<file path="config.mk">
export PLATFORM = sky130hd
export DESIGN_NAME = instruction_fetch_unit
export DESIGN_NICKNAME = d
export VERILOG_FILES = /design/src/rtl/mips_if_pkg.sv /design/src/rtl/instruction_fetch_unit_queue.sv /design/src/rtl/instruction_fetch_unit.sv
export SDC_FILE = /design/constraint.sdc
export NUM_CORES = 1
export LEC_CHECK = 0
export CORE_ASPECT_RATIO = 0.9
export CORE_MARGIN = 2
export CORE_UTILIZATION = 48
export CTS_BUF_LIST = sky130_fd_sc_hd__clkbuf_2
export CTS_CLUSTER_DIAMETER = 50
export CTS_CLUSTER_SIZE = 8
export DETAILED_ROUTE_END_ITERATION = 16
export HOLD_SLACK_MARGIN = 0.02
export PLACE_DENSITY_LB_ADDON = 0.15
export SYNTH_ARGS = -nofsm -noshare
export SYNTH_HDL_FRONTEND = slang
export SYNTH_SLANG_ARGS = --single-unit
</file>
<file path="constraint.sdc">
create_clock -name clk -period 11.15 [get_ports clk]
set_input_delay 2.23 -clock clk [delete_from_list [all_inputs] [get_ports clk]]
set_output_delay 2.23 -clock clk [all_outputs]
set_load 0.02 [all_outputs]
</file>
<file path="src/rtl/mips_if_pkg.sv">
// Shared types for the instruction fetch unit: sentinel value, fetch FSM
// states and the fetch queue entry layout.
// No logic; imported by fetch_queue and instruction_fetch_unit.
package mips_if_pkg;

  // End-of-program marker returned by instruction memory.
  localparam logic [31:0] IF_SENTINEL = 32'hFFFF_FFFF;

  typedef enum logic [1:0] {
    RUN   = 2'd0,
    DRAIN = 2'd1,
    HALT  = 2'd2,
    FAULT = 2'd3
  } fetch_state_t;

  typedef struct packed {
    logic [31:0] pc;
    logic [31:0] instr;
  } fetch_entry_t;

endpackage

</file>
<file path="src/rtl/instruction_fetch_unit_queue.sv">
// fetch_queue: QDEPTH-entry synchronous FIFO of fetch_entry_t.
// Latency: a push is visible at head the next cycle; head is read straight from storage.
// Backpressure: push is dropped when full unless a pop happens the same cycle;
// flush beats push.
// Ports: clk, reset (sync, active-high), push/push_data, pop, flush,
//        head (current oldest entry), count, full, empty.
module fetch_queue
  import mips_if_pkg::*;
#(
  parameter int QDEPTH = 2
) (
  input  logic                       clk,
  input  logic                       reset,
  input  logic                       push,
  input  fetch_entry_t               push_data,
  input  logic                       pop,
  input  logic                       flush,
  output fetch_entry_t               head,
  output logic [$clog2(QDEPTH):0]    count,
  output logic                       full,
  output logic                       empty
);

  localparam int AW = $clog2(QDEPTH);
  localparam int CW = AW + 1;

  fetch_entry_t    mem [QDEPTH];
  logic [AW-1:0]   rd_ptr;
  logic [AW-1:0]   wr_ptr;
  logic            pop_ok;
  logic            push_ok;

  assign full    = (count == CW'(QDEPTH));
  assign empty   = (count == '0);
  assign head    = mem[rd_ptr];

  // A pop frees a slot in the same cycle, so a full queue can still take a push.
  assign pop_ok  = pop && !empty;
  assign push_ok = push && (!full || pop_ok);

  always_ff @(posedge clk) begin
    if (reset) begin
      rd_ptr <= '0;
      wr_ptr <= '0;
      count  <= '0;
      // Storage is cleared so the head reads as zero straight out of reset.
      for (int i = 0; i < QDEPTH; i++) begin
        mem[i] <= '0;
      end
    end else if (flush) begin
      rd_ptr <= '0;
      wr_ptr <= '0;
      count  <= '0;
    end else begin
      if (push_ok) begin
        mem[wr_ptr] <= push_data;
        wr_ptr      <= wr_ptr + 1'b1;
      end
      if (pop_ok) begin
        rd_ptr <= rd_ptr + 1'b1;
      end
      count <= count + CW'(push_ok) - CW'(pop_ok);
    end
  end

endmodule

</file>
<file path="src/rtl/instruction_fetch_unit.sv">
// instruction_fetch_unit: owns the PC, fetches from combinational IMEM into a
// small queue and hands words to decode over if_valid/if_ready.
// Latency: word fetched in cycle N is at the queue head in cycle N+1.
// Backpressure: when the queue is full and decode stalls, the PC holds.
// Ports: clk, reset (sync, active-high); pc_address/ir to IMEM;
//        redirect_valid/redirect_target from branch resolution;
//        if_valid/if_ready/if_instr/if_pc to decode; halted, fault, fault_pc status.
module instruction_fetch_unit
  import mips_if_pkg::*;
#(
  parameter logic [31:0] RESET_PC   = 32'h0000_0000,
  parameter int          IMEM_WORDS = 8192,
  parameter int          QDEPTH     = 2
) (
  input  logic        clk,
  input  logic        reset,
  output logic [31:0] pc_address,
  input  logic [31:0] ir,
  input  logic        redirect_valid,
  input  logic [31:0] redirect_target,
  output logic        if_valid,
  input  logic        if_ready,
  output logic [31:0] if_instr,
  output logic [31:0] if_pc,
  output logic        halted,
  output logic        fault,
  output logic [31:0] fault_pc
);

  localparam int CW = $clog2(QDEPTH) + 1;

  // One past the last legal byte address; 33 bits so large memories cannot wrap.
  localparam logic [32:0] PC_LIMIT = {1'b0, 32'(IMEM_WORDS)} << 2;

  fetch_state_t  state_q;
  logic [31:0]   pc_q;
  logic          halted_q;
  logic          fault_q;
  logic [31:0]   fault_pc_q;

  fetch_entry_t  q_head;
  fetch_entry_t  q_push_data;
  logic [CW-1:0] q_count;
  logic          q_full;
  logic          q_empty;
  logic          q_push;
  logic          q_pop;
  logic          q_flush;

  logic          pc_legal;
  logic          is_sentinel;
  logic          redirect_bad;
  logic          drain_done;

  assign pc_address = pc_q;
  assign halted     = halted_q;
  assign fault      = fault_q;
  assign fault_pc   = fault_pc_q;

  assign if_valid   = !q_empty && (state_q != FAULT);
  assign if_instr   = q_head.instr;
  assign if_pc      = q_head.pc;

  assign pc_legal     = ({1'b0, pc_q} < PC_LIMIT);
  assign is_sentinel  = (ir == IF_SENTINEL);
  assign redirect_bad = (redirect_target[1:0] != 2'b00);

  assign q_pop        = if_valid && if_ready;
  assign q_push_data  = '{pc: pc_q, instr: ir};

  // Queue is empty at the end of this cycle, counting any pop happening now.
  assign drain_done   = q_empty || ((q_count == CW'(1)) && q_pop);

  always_comb begin
    q_push  = 1'b0;
    q_flush = 1'b0;
    if (state_q != FAULT && redirect_valid) begin
      // Both good and misaligned redirects discard queued work.
      q_flush = 1'b1;
    end else if (state_q == RUN) begin
      if (!pc_legal) begin
        q_flush = 1'b1;
      end else if (!is_sentinel && (!q_full || q_pop)) begin
        q_push = 1'b1;
      end
    end
  end

  always_ff @(posedge clk) begin
    if (reset) begin
      state_q    <= RUN;
      pc_q       <= RESET_PC;
      halted_q   <= 1'b0;
      fault_q    <= 1'b0;
      fault_pc_q <= '0;
    end else begin
      case (state_q)
        RUN, DRAIN, HALT: begin
          if (redirect_valid) begin
            halted_q <= 1'b0;
            if (redirect_bad) begin
              state_q    <= FAULT;
              fault_q    <= 1'b1;
              fault_pc_q <= redirect_target;
            end else begin
              state_q <= RUN;
              pc_q    <= redirect_target;
            end
          end else begin
            case (state_q)
              RUN: begin
                // Range check precedes the sentinel test: ir is meaningless
                // for an address outside the memory.
                if (!pc_legal) begin
                  state_q    <= FAULT;
                  fault_q    <= 1'b1;
                  fault_pc_q <= pc_q;
                end else if (is_sentinel) begin
                  state_q <= DRAIN;
                end else if (q_push) begin
                  pc_q <= pc_q + 32'd4;
                end
              end
              DRAIN: begin
                if (drain_done) begin
                  state_q  <= HALT;
                  halted_q <= 1'b1;
                end
              end
              default: begin
              end
            endcase
          end
        end
        default: begin
          // FAULT is terminal until reset.
        end
      endcase
    end
  end

  fetch_queue #(
    .QDEPTH(QDEPTH)
  ) u_fetch_queue (
    .clk       (clk),
    .reset     (reset),
    .push      (q_push),
    .push_data (q_push_data),
    .pop       (q_pop),
    .flush     (q_flush),
    .head      (q_head),
    .count     (q_count),
    .full      (q_full),
    .empty     (q_empty)
  );

endmodule
</file>
=== Yosys cells after proc, flatten, opt, wreduce, memory -nomap -nowiden ===
Memory sizes are Yosys's and may differ from the RTL's. A register that Yosys moved wholly into a read port is not among the register bits.
Cells that the tools add are included.

* $lt $le $gt $ge: 1
* Mux-type cells: 41
* Eq/ne operators: 12
* $add $sub $neg: 5
* Reduce and logical (&&, ||, !) cells: 29

{| class="wikitable"
|+ Operator list
! operator !! count
|-
| 2-to-1 mux 32 bit || 10
|-
| 2-to-1 mux 64 bit || 1
|-
| OR reduction 64 bit || 1
|-
| adder 32 x 3 -> 32 bit, second input constant || 1
|-
| == test 32 bit, second input constant || 1
|-
| less-than comparator 32 x 16 -> 1 bit, second input constant || 1
|-
| 2-to-1 mux 1 bit || 24
|-
| nonzero test 2 bit || 6
|-
| 2-to-1 mux 2 bit || 5
|-
| != test 2 bit, second input constant || 4
|-
| AND reduction 4 bit || 2
|-
| logical AND 1 bit || 7
|-
| AND reduction 6 bit || 1
|-
| == test 2 x 1 -> 1 bit, second input constant || 2
|-
| == test 2 bit, second input constant || 2
|-
| zero test 2 bit || 2
|-
| != test 4 bit, second input constant || 1
|-
| case mux 2 bit (2 select lines) || 1
|-
| zero test 1 bit || 3
|-
| logical OR 1 bit || 3
|-
| != test 3 bit, second input constant || 1
|-
| AND reduction 3 bit || 1
|-
| nonzero test 3 bit || 1
|-
| OR reduction 3 bit || 1
|-
| 5 further kinds || 6
|}

* Bits of input ports: 68
* Bits in registers: 72
* RAM bits: 128
* Memories kept: 1
* Logic and storage cells: 97

{| class="wikitable"
|+ Memory list
! memory !! depth !! bits a word !! read ports !! clocked after memory_dff !! write ports !! line !! source
|-
| u_fetch_queue.mem || 2 || 64 || 1 || 1 || 2 || instruction_fetch_unit_queue.sv:27 || <nowiki>fetch_entry_t mem [QDEPTH];</nowiki>
|}

=== Depth between registers and ports, before layout ===
* Word-level depth: 17
* Gate-level depth with buffers: 9
* Depth with buffers taken out: 9

=== Hierarchy ===
Synthesis repeated with hierarchy kept, for this count alone.

* Cell total of the unflattened synthesis: 805
* Area, all modules: 9,439.1 µm²

{| class="wikitable"
|+ By module, submodules not included
! module !! cells an instance !! times used !! area an instance (µm²) !! seq. area each (µm²)
|-
| fetch_queue || 372 || 1 || 5,863.1 || 3,943.8
|-
| instruction_fetch_unit || 433 || 1 || 3,575.9 || 1,361.3
|}

=== Least setup slack after synthesis ===
Ideal clock, no wire load.

* Path kind: input to register
* From: input ir[8]
* To: memory u_fetch_queue.mem[0][0] in the netlist's numbering, enable pin
* Setup time: 0.494 ns
* Slack: 4.541 ns
* Arrival time: 6.115 ns
* Stages: 6
* Required time: 10.656 ns
* Cells stage by stage: nand4_1 > nor4_1 > a2111oi_4 > nand4_1 > buf_2 > o21ai_1

{| class="wikitable"
|+ RTL lines
! item !! line !! source
|-
| start: declaration || instruction_fetch_unit.sv:18 || <nowiki>input logic [31:0] ir,</nowiki>
|-
| end: declaration || instruction_fetch_unit_queue.sv:27 ||
|}

==> results.toml <==
[sta]
slew_headroom = 0.261
finalHoldViolations = 0
finalSetupTns_ns = 0
fin_crit_ns = 5.44
slew_viol_final = 0
worstMarginPinSlew_ns = 1.11
fmax_mhz = 184
hold_slack_ns = 0.491
grt_setup_unrepaired = "no"
setup-violations-final = 0
fin_worst_skew_ns = 0.0454
min_period_over_period = 0.488

[logic_synthesis]
ys_top_cells_by_count = "edfxtp_1 (128), nor3_1 (100), dfxtp_1 (73)"
async_reset_ff_frac = 0
syn-cell-area_sq_um = 9180
synth_flop_cell = "edfxtp_1"
yosysSeqAreaShare = 0.578
synth_area_leader_cell = "edfxtp_1"
yosysUniqueCellTypes = 59
synth.avg_cell_area_sq_um = 11.4
ys_seq_elements = 201
synth_edf_count = 128
synth_top_cells_by_area = "edfxtp_1 (42%), dfxtp_1 (16%), mux2_2 (8.0%)"
synth_cells = 802
synth_top_area_frac = 0.419
yosys.cell_count.top_type = "edfxtp_1"
yosysWarnings = 0

[cts]
holdBufCountCts = 0
cts.htree.levels = 1
cts_num_sinks = 201
postCtsResizedCells = 0
cts_tree = "yes"
cts.clk_slew.worst_paths_ns = 0.17
post_cts_buffers = 0
cts_made_buffers = 29
cts-root-buf = "clkbuf_2"
clockBufferDepth = 3
clk-insertion-delay-late_ns = 0.81

[power]
comb_power_share = 0.316
pwr-share-seq = 0.492
power.density_nw_per_um2 = 164
switchingPower_uw = 668
leakage_uw = 0.00420
p_int_uw = 1250
vdd_drop_max_v = 0.0000972
clkPwrFrac = 0.192
switching_share = 0.349
total_power_uw = 1910

[place]
place_hpwl_um = 14600
gp_congestion = 0.812
portBuffers = 198

[finish]
utilization = 0.629
drive_above_1_share = 0.142
nets = 1082
areaGrowthSynthToFinish_pct = 27.2

[route]
via_per_inst = 5.47
drc_errors = 0
post_drt_wl_per_cell_um = 17.6
vias = 6991
dr.pass1.iters = 5
routed_wl_um = 22600
detail-route-antenna-nets = 0
drt_iter0_drc = 468

[global_route]
gr-total-overflow = 0
grtUsageTotal = 0.220
grt_pass1_wl_um = 35600
antenna_found_initial = 2
grt_pass1_vias = 6784
grt_max_degree = 96

[floorplan]
ios = 199
rows = 47
dieWidth_um = 150
start_util = 0.494
fp.dieH_um = 135
design.core.area_sq_um = 18600
dieArea_sq_um = 20300

[worst_setup_path]
path_class = "flip-flop to output pin"
crit_slowest_cell = "dfxtp_2"
path_cells = "buf_4, mux2_2, clkdlybuf4s50_1"
cp-end-kind = "output pin"
worstPathArrival_ns = 3.21
critical_path.max_stage_delay_ns = 0.89
worst_ep_required_time_ns = 8.92
worstSetupStartpointType = "flip-flop"
cp_max_fo = 33

[outcome]
outcome = "finished, final reports clean"

[flow_run]
cap_viol_max_count = 0

[hold_path]
min_path_type = "flip-flop to flip-flop"
==> registers in the layout, summed over array words and instances (netlist names), named ones only <==
register	flops
u_fetch_queue.rd_ptr	1
u_fetch_queue.wr_ptr	1
state_q	2
u_fetch_queue.mem	128
fault	1
halted	1
pc_address	32
u_fetch_queue.count	2
fault_pc	32
==> cells in the final DEF (no fill, tap or decap), types with 8 or more instances in the layout <==
cell type	instances
mux2_2	65
nor4_1	8
nor3_1	100
nand4_1	15
dfxtp_1	71
a21oi_1	12
nor2_1	54
o21ai_0	12
a211oi_1	37
clkbuf_2	49
nand3_1	11
nand2_1	38
conb_1	34
buf_4	10
mux2i_1	35
clkdlybuf4s50_1	196
inv_1	54
edfxtp_1	128
==> logic make-up (layout without fill, tap and decap cells) <==
logic type | after synthesis | after routing | share of synthesized area
xor gates and xnor gates | 3 | 3 | 0.00286
AOI/OAI and AO/OA | 129 | 129 | 0.113
buffers and inverters | 117 | 314 | 0.0514
and+or+nand+nor | 247 | 247 | 0.132
muxes | 100 | 100 | 0.118
adders and majority gates | 4 | 4 | 0.00518
other | 1 | 36 | 0.000408
DFF | 201 | 201 | 0.578
==> power groups by stage <==
| stage | Sequential (uW) | Clock [uW] | Combinational, uW |
|---|---|---|---|
| 2_1_floorplan | 1000 | 0 | 312 |
| 3_3_place_gp | 956 | 0 | 600 |
| 3_5_place_dp | 958 | 0 | 604 |
| 4_1_cts | 942 | 378 | 607 |
| 5_1_grt | 955 | 410 | 652 |
| 6_report | 942 | 367 | 605 |
==> worst max-delay path, delay by kind of cell, from the launching register on <==
kind / cells / cell delay [ns]
flops: 1 / 0.89
mux: 1 / 0.40
buf+inv: 2 / 1.11
==> layer usage <==
metal / share of wire / vias to the layer above / wire, um / track usage
met5: 0 / - / 0 / 0
met3: 0.080 / 33 / 1800 / 0.0478
met4: 0.021 / 0 / 480 / 0.0592
li1: - / 3400 / - / -
met1: 0.45 / 3299 / 10200 / 0.318
met2: 0.45 / 259 / 10100 / 0.339
==> area by class of cell <==
class / count / area [sq um]
fill: 1560 / 6900
antenna: 2 / 5.00
multi-input combinational: 517 / 3550
clock buffer: 49 / 245
timing repair buffer: 207 / 2040
tap: 245 / 307
sequential: 201 / 5310
clock inverter: 3 / 17.5
inverter: 55 / 206
==> through the flow <==
stage               std cells  worst slack, ns  instance area, sq um
floorplan                 835             4.54                  9310
global placement         1225             5.40                 11400
detailed placement       1225             5.32                 11400
CTS                      1277             5.60                 11700
global route             1278             5.48                 11700
finish                   1279             5.71                 11700
==> worst paths after layout <==
kind / start / to / slack, ns / cells past startpoint
worst max-delay path: flip-flop / if_pc[6] / 5.71 / 3
worst min-delay path: halted$_SDFFE_PP0P_ / halted$_SDFFE_PP0P_ / 0.49 / 1
worst max register to register: pc_address[18]$_SDFFE_PP0P_ / u_fetch_queue.mem[1][27]$_SDFFCE_PN0P_ / 7.22 / 7
worst min register to register: halted$_SDFFE_PP0P_ / halted$_SDFFE_PP0P_ / 0.49 / 1
No activity file was read; power rests on OpenSTA's default activity.
